<file path="src/rtl/ram_cycle_ctrl.sv">
// 68000 bus-cycle sequencer for on-board fast SRAM: synchronised strobes, registered SRAM enables, DTACK after wait states.
// Optional AUTOCONFIG_ACK_EN: adds config_sel and acknowledges autoconfig-space cycles directly with zero wait states.
module ram_cycle_ctrl #(
    parameter int READ_WS  = 1,
    parameter int WRITE_WS = 0,
    parameter int CNT_W    = 3
) (
    input  logic CLK,
    input  logic _RST,
    input  logic _AS,
    input  logic _UDS,
    input  logic _LDS,
    input  logic RW,
    input  logic ramce,
`ifdef AUTOCONFIG_ACK_EN
    input  logic config_sel,
`endif
    output logic _RAMCE,
    output logic _RAMOE,
    output logic _RAMWEU,
    output logic _RAMWEL,
    output logic DTACK,
    output logic busy
);

    localparam logic [2:0] IDLE   = 3'd0;
    localparam logic [2:0] DECODE = 3'd1;
    localparam logic [2:0] WAIT   = 3'd2;
    localparam logic [2:0] ACK    = 3'd3;
    localparam logic [2:0] TERM   = 3'd4;

    localparam logic [CNT_W-1:0] READ_LOAD  = CNT_W'(READ_WS);
    localparam logic [CNT_W-1:0] WRITE_LOAD = CNT_W'(WRITE_WS);
    localparam logic [2:0] READ_NEXT  = (READ_WS > 0)  ? WAIT : ACK;
    localparam logic [2:0] WRITE_NEXT = (WRITE_WS > 0) ? WAIT : ACK;

    // Strobe pins in order {_AS, _UDS, _LDS}; sync flops idle at 1 (negated).
    logic [2:0] strobe_pins;
    logic [2:0] strobe_s;
    assign strobe_pins = {_AS, _UDS, _LDS};

    genvar gi;
    generate
        for (gi = 0; gi < 3; gi++) begin : g_sync
            logic [1:0] sync_reg;
            always_ff @(posedge CLK or negedge _RST) begin
                if (!_RST) begin
                    sync_reg <= 2'b11;
                end else begin
                    sync_reg <= {sync_reg[0], strobe_pins[gi]};
                end
            end
            assign strobe_s[gi] = ~sync_reg[1];
        end
    endgenerate

    logic as_s, uds_s, lds_s;
    assign as_s  = strobe_s[2];
    assign uds_s = strobe_s[1];
    assign lds_s = strobe_s[0];

    logic [2:0]       state_reg;
    logic [CNT_W-1:0] cnt_reg;
    logic             rw_reg;
    logic             ce_n_reg, oe_n_reg, weu_n_reg, wel_n_reg, dtack_reg;

    always_ff @(posedge CLK or negedge _RST) begin
        if (!_RST) begin
            state_reg <= IDLE;
            cnt_reg   <= '0;
            rw_reg    <= 1'b1;
            ce_n_reg  <= 1'b1;
            oe_n_reg  <= 1'b1;
            weu_n_reg <= 1'b1;
            wel_n_reg <= 1'b1;
            dtack_reg <= 1'b0;
        end else begin
            case (state_reg)
                IDLE: begin
                    if (as_s && ramce) begin
                        state_reg <= DECODE;
                        rw_reg    <= RW;
                        if (RW) begin
                            ce_n_reg <= 1'b0;
                            oe_n_reg <= 1'b0;
                        end
                    end
`ifdef AUTOCONFIG_ACK_EN
                    else if (as_s && config_sel) begin
                        state_reg <= ACK;
                    end
`endif
                end
                DECODE: begin
                    if (!as_s) begin
                        state_reg <= TERM;
                        ce_n_reg  <= 1'b1;
                        oe_n_reg  <= 1'b1;
                        weu_n_reg <= 1'b1;
                        wel_n_reg <= 1'b1;
                        dtack_reg <= 1'b0;
                    end else if (rw_reg) begin
                        cnt_reg   <= READ_LOAD;
                        state_reg <= READ_NEXT;
                    end else if (uds_s || lds_s) begin
                        ce_n_reg  <= 1'b0;
                        weu_n_reg <= !uds_s;
                        wel_n_reg <= !lds_s;
                        cnt_reg   <= WRITE_LOAD;
                        state_reg <= WRITE_NEXT;
                    end
                end
                WAIT: begin
                    if (!as_s) begin
                        state_reg <= TERM;
                        ce_n_reg  <= 1'b1;
                        oe_n_reg  <= 1'b1;
                        weu_n_reg <= 1'b1;
                        wel_n_reg <= 1'b1;
                        dtack_reg <= 1'b0;
                    end else begin
                        // Leaving on count 1 makes the WAIT dwell exactly the loaded count.
                        if (cnt_reg <= CNT_W'(1)) begin
                            state_reg <= ACK;
                        end
                        cnt_reg <= (cnt_reg != '0) ? cnt_reg - CNT_W'(1) : '0;
                    end
                end
                ACK: begin
                    if (!as_s) begin
                        state_reg <= TERM;
                        ce_n_reg  <= 1'b1;
                        oe_n_reg  <= 1'b1;
                        weu_n_reg <= 1'b1;
                        wel_n_reg <= 1'b1;
                        dtack_reg <= 1'b0;
                    end else begin
                        dtack_reg <= 1'b1;
                    end
                end
                TERM: begin
                    state_reg <= IDLE;
                    ce_n_reg  <= 1'b1;
                    oe_n_reg  <= 1'b1;
                    weu_n_reg <= 1'b1;
                    wel_n_reg <= 1'b1;
                    dtack_reg <= 1'b0;
                end
                default: begin
                    state_reg <= IDLE;
                end
            endcase
        end
    end

    assign _RAMCE  = ce_n_reg;
    assign _RAMOE  = oe_n_reg;
    assign _RAMWEU = weu_n_reg;
    assign _RAMWEL = wel_n_reg;
    assign DTACK   = dtack_reg;
    assign busy    = (state_reg != IDLE);

endmodule

</file>
<file path="config.mk">
export PLATFORM = sky130hd
export DESIGN_NAME = ram_cycle_ctrl
export DESIGN_NICKNAME = d
export VERILOG_FILES = /design/src/rtl/ram_cycle_ctrl.sv
export SDC_FILE = /design/constraint.sdc
export NUM_CORES = 1
export LEC_CHECK = 0
export ABC_AREA = 1
export BUFFER_PORTS_ARGS = -buffer_cell sky130_fd_sc_hd__buf_4
export CORE_MARGIN = 2
export CORE_UTILIZATION = 49
export CTS_CLUSTER_SIZE = 25
export DETAILED_ROUTE_END_ITERATION = 6
export GPL_ROUTABILITY_DRIVEN = 0
export PLACE_DENSITY = 0.73
export SKIP_LAST_GASP = 1
export SYNTH_ARGS = -nofsm -noshare
export SYNTH_HDL_FRONTEND = slang
export SYNTH_SLANG_ARGS = --single-unit
</file>
<file path="constraint.sdc">
create_clock -name CLK -period 1.1 [get_ports CLK]
set_input_delay 0.11 -clock CLK [delete_from_list [all_inputs] [get_ports CLK]]
set_output_delay 0.11 -clock CLK [all_outputs]
set_load 0.005 [all_outputs]
</file>
# Word-level counts from Yosys, hierarchy flattened
# Index checks and enable logic that the tools add are counted.
[op_classes]
n_addsub = 1
n_mul = 0
div_mod_pow = 0
n_lt_le_gt_ge = 1
eq_ne = 17
shifts = 0
muxes = 33
bitwise = 3
n_reduce_logical = 20
[op_table]
columns = ["op", "count"]
rows = [
  ["$mux 3", 12],
  ["$reduce_and 4->1", 4],
  ["$reduce_bool 3->1", 5],
  ["$mux 1", 14],
  ["$ne 3x3->1 const B", 4],
  ["$pmux 1 s3", 4],
  ["$pmux 3 s4", 1],
  ["$ne 2x2->1 const B", 5],
  ["$eq 3x2->1 const B", 2],
  ["$ne 2x1->1 const B", 3],
  ["$pmux 3 s2", 1],
  ["$reduce_and 6->1", 1],
  ["$ne 4x4->1 const B", 1],
  ["$pmux 1 s4", 1],
  ["$reduce_and 2->1", 2],
  ["$reduce_bool 4->1", 1],
  ["$reduce_or 2->1", 2],
  ["$eq 3x1->1 const B", 1],
  ["$eq 3x3->1 const B", 1],
  ["$le 3x1->1 const B", 1],
  ["$logic_not 3->1", 1],
  ["$not 1->1", 3],
  ["$reduce_or 3->1", 1],
  ["$sub 3x1->3 const B", 1],
  ["other kinds (3)", 3],
]
[totals]
regBits = 18
latch_bits = 0
ram_bits = 0
rom_bits = 0
input_bits = 7
wordCells = 86
mem_count = 0

# Longest topological paths before layout
[logic_depth]
ltp_word = 6
depth_mapped = 9

# Worst setup path before layout
# No wires, ideal clock.
[synth_timing]
path_type = "reg2reg"
from = "register state_reg[0]"
to = "register rw_reg"
arrival_ns = 1.092
required_ns = 1.017
setup_slack_ns = -0.075
path_stages_with_launch = 8
n_path_buf = 1
path_cell_list = "dfrtp_1 > buf_2 > nor2_2 > inv_2 > nor2_1 > inv_1 > o21ai_0 > o21ai_1"
[synth_via]
elab_chain_len = 2
[synth_rtl]
columns = ["item", "line_no", "rtl"]
rows = [
  ["start: declaration", "62", "logic [2:0] state_reg;"],
  ["start signal: assignment", "69", "state_reg <= IDLE;"],
  ["start signal: assignment", "81", "state_reg <= DECODE;"],
  ["start signal: assignment", "96", "state_reg <= TERM;"],
  ["$logic_not 3->1", "78", "case (state_reg)"],
  ["$reduce_and 2->1 (no line)", "n/a", ""],
  ["end signal: assignment", "71", "rw_reg <= 1'b1;"],
  ["end signal: assignment", "82", "rw_reg <= RW;"],
  ["end: declaration", "64", "logic rw_reg;"],
]
# No other way between the ends.
# A chain may end at the register's enable or synchronous reset.

# Worst setup path in the final report
[layout_timing]
from = "register state_reg[1]"
to = "register state_reg[0]"
[layout_via]
elab_chain_len = 3
[layout_rtl]
columns = ["item", "line_no"]
rows = [
  ["$eq 3x1->1 (tied with other cells)", "78"],
  ["$ne 4x4->1 (no line) (tied with other cells)", "n/a"],
  ["$reduce_and 4->1 (no line)", "n/a"],
]
# Parallel ways exist; a longest one is shown, timed or not.

==> results.toml <==
[timing]
fmaxAchievable_ghz = 0.735
finalCritPeriodShare = 1.24
fin_skew_ns = 0.00424
slew_violations = 0
max-slew-margin-rel = 0.846
hold_slack_ns = 0.191
worst_slew_pin_slew_ns = 0.231
tns_ns = -2.87
hold_viol = 0
period_needed_ns = 1.36
setup-violations-final = 13
rsz0062_at_grt = "yes"
worst_slack_ns = -0.261

[power_and_ir_drop]
p_comb_frac = 0.657
clockPowerShare = 0.089
p_int_mw = 2.57
irDropWorstVdd_v = 0.00174
seq_power_share = 0.253
leakage_nw = 0.727
p_sw_mw = 1.93
switching_share = 0.429
power_density_nw_per_um2 = 3040
finalPower_mw = 4.49

[yosys]
synth_fa_ha_area_frac = 0
netlist_top_cells_area = "dfstp_2 32%, dfrtp_1 19%, nand2_1 15%, nand3_1 7.7%, inv_1 4.1%"
synth_top_family_by_area = "simple AND/OR/NAND/NOR gates"
synth_cells = 114
yosys_warnings = 0
syn-num-nets = 121
synth_top_area_frac = 0.320
netlist_area_um2 = 905
synth_area_leader_cell = "dfstp_2"
synthXorXnorAreaFrac = 0
synth-simple-area-share = 0.344
avgSynthCellArea_um2 = 7.94
synth_mux_area_frac = 0
seq_area_frac_synth = 0.513
synth_compound_area_frac = 0.0747
synth-seq-cells = 18
synth_cell_type_count = 18

[die]
core_um2 = 1730
die_y_um = 47.0
dieArea_um2 = 2210
top_level_ports = 13
die_width_um = 47.0
start_util = 0.524
num_rows = 15

[worst_setup_path]
cpPeakStageDelay_ns = 0.46
critical_path_class = "register to register"
crit_top_cell = "nand2_1"
slowest_stage = "dfrtp_2"
arrival_ns = 1.59
cp_max_fo = 5
cp-start-kind = "register"
reg2regPathDepth = 7
reg2reg_to = "state_reg[0]"
reg2reg_from = "state_reg[1]"
r2r_slack_ns = -0.26
path_cells = "buf_6, nor2_4, buf_4, nand4_1, nand3_2, nand2_1, nand2_1"
cp-end-kind = "register"
required_ns = 1.33

[hold_path]
hold_depth = 5
hold_end = "_RAMOE"
hold_class = "primary input to register"
hold_start = "RW"

[global_routing]
grtUsageTotal = 0.277
gr-total-overflow = 0
antenna_found_initial = 0
grt_max_degree = 19
grt_pass1_wl_um = 4170
grt_pass1_vias = 939

[placement]
hpwl_um = 1580
dp.cells = 162
port_buffers = 12

[detailed_routing]
dr_total_vias = 977
ant_nets = 0
remaining_drc_errors = 0
wirelength_um = 2670
dr.pass1.iters = 4
drt-initial-drc-count = 45
post_drt_wl_per_cell_um = 14.5
viasPerCell = 5.31

[clocking]
root_buffer = "clkbuf_4"
numCtsBuffers = 3
clk_pin_slew_ns = 0.10
cts_sinks = 18
cts_max_level = 1
clock_path_buffers = 2
cts_tree = "yes"
clkLatencyLatePin_ns = 0.29

[status]
status = "complete, but fails checks"
failed_checks = "negative setup slack"

[flow_run]
cap_violations = 0

[finish]
post-route-util = 0.854
regArea_um2 = 468
nets = 167
final.fill_count = 100
multi_input_area_um2 = 522
syn_to_final_growth_pct = 63.1
layoutNonFillerInstCount = 184
diodes = 0
largest_reg_flops = 6
drive_gt1_frac = 0.566
==> placed cells by master, fill, tap and decap left out, types with 4 or more instances in the layout <==
| cell type | n |
|---|---|
| nand3_2 | 5 |
| dfstp_2 | 11 |
| inv_1 | 8 |
| nand4_1 | 5 |
| nand2_1 | 30 |
| buf_4 | 30 |
| inv_2 | 7 |
| nor2_4 | 4 |
| dfrtp_1 | 4 |
| buf_6 | 6 |
| nand3_4 | 4 |
| nand3_1 | 8 |
| nand2_2 | 6 |
| dlygate4sd3_1 | 4 |
==> cell type report <==
class / count / share of cell area
repair inverters: 1 / 0.00254
inverters: 15 / 0.0416
multi-input cells: 80 / 0.354
well taps: 25 / 0.0212
flip-flops and latches: 18 / 0.317
clock buffers: 4 / 0.0246
repair buffers: 41 / 0.239
==> worst max path at each step <==
stage	start	end	slack [ns]	depth (start not counted)
2_1_floorplan	state_reg[1]	cnt_reg[2]	-0.01	4
3_3_place_gp	state_reg[1]	rw_reg	-0.08	6
3_5_place_dp	state_reg[1]	cnt_reg[0]	-0.11	5
4_1_cts	state_reg[1]	cnt_reg[1]	-0.18	6
5_1_grt	state_reg[1]	state_reg[0]	-0.31	7
6_report	state_reg[1]	state_reg[0]	-0.26	7
==> cells by family (layout without fill, tap and decap cells) <==
kind of cell	after synthesis	count (layout)
compound gates	12	12
buf+inv	16	61
flops	18	18
simple gates	68	68
==> per-layer routing <==
layer,GRT usage,part of all wire
met1,0.350,0.40
met5,0,0
met2,0.477,0.49
met3,0.0423,0.074
met4,0.100,0.035
==> power by group through the flow <==
stage	clock (mW)	combinational, mW	sequential (mW)
global placement	0	1.88	1.17
global route	0.435	3.20	1.15
CTS	0.410	2.71	1.11
detailed placement	0	1.93	1.18
floorplan	0	1.22	1.14
finish	0.401	2.95	1.14
==> metrics by stage <==
step | setup slack, ns | cell area, um2
6_report | -0.261 | 1480
2_1_floorplan | -0.0111 | 957
3_3_place_gp | -0.0807 | 1170
4_1_cts | -0.185 | 1440
3_5_place_dp | -0.112 | 1170
5_1_grt | -0.309 | 1480
==> worst max-delay path, delay by kind of cell, from the launching register on <==
family	cells	cell delay (ns)
buf+inv	2	0.29
flops	1	0.46
simple gates	5	0.55
==> cells in the mapped netlist <==
library cell  count
inv_1            10
o21ai_2           1
nand3_1          14
nor2_1            7
nand3_2           3
nand2_2           1
o21ai_0           4
a21oi_1           1
o21ai_1           4
nand2_1          36
nor2_2            2
dfrtp_1           7
o22ai_1           1
buf_2             1
dfstp_2          11
inv_2             5
o211ai_1          1
nand4_1           5
==> repair_timing <==
action,4_1_cts,5_1_grt
resized for setup,28,4
endpoints found under the setup margin,13,13
pin swaps,16,5
setup buffers,12,3
cloned,1,0
hold buffers,4,0
endpoints found under the hold margin,21,0
Note: power is estimated with default switching activity, not from simulation.
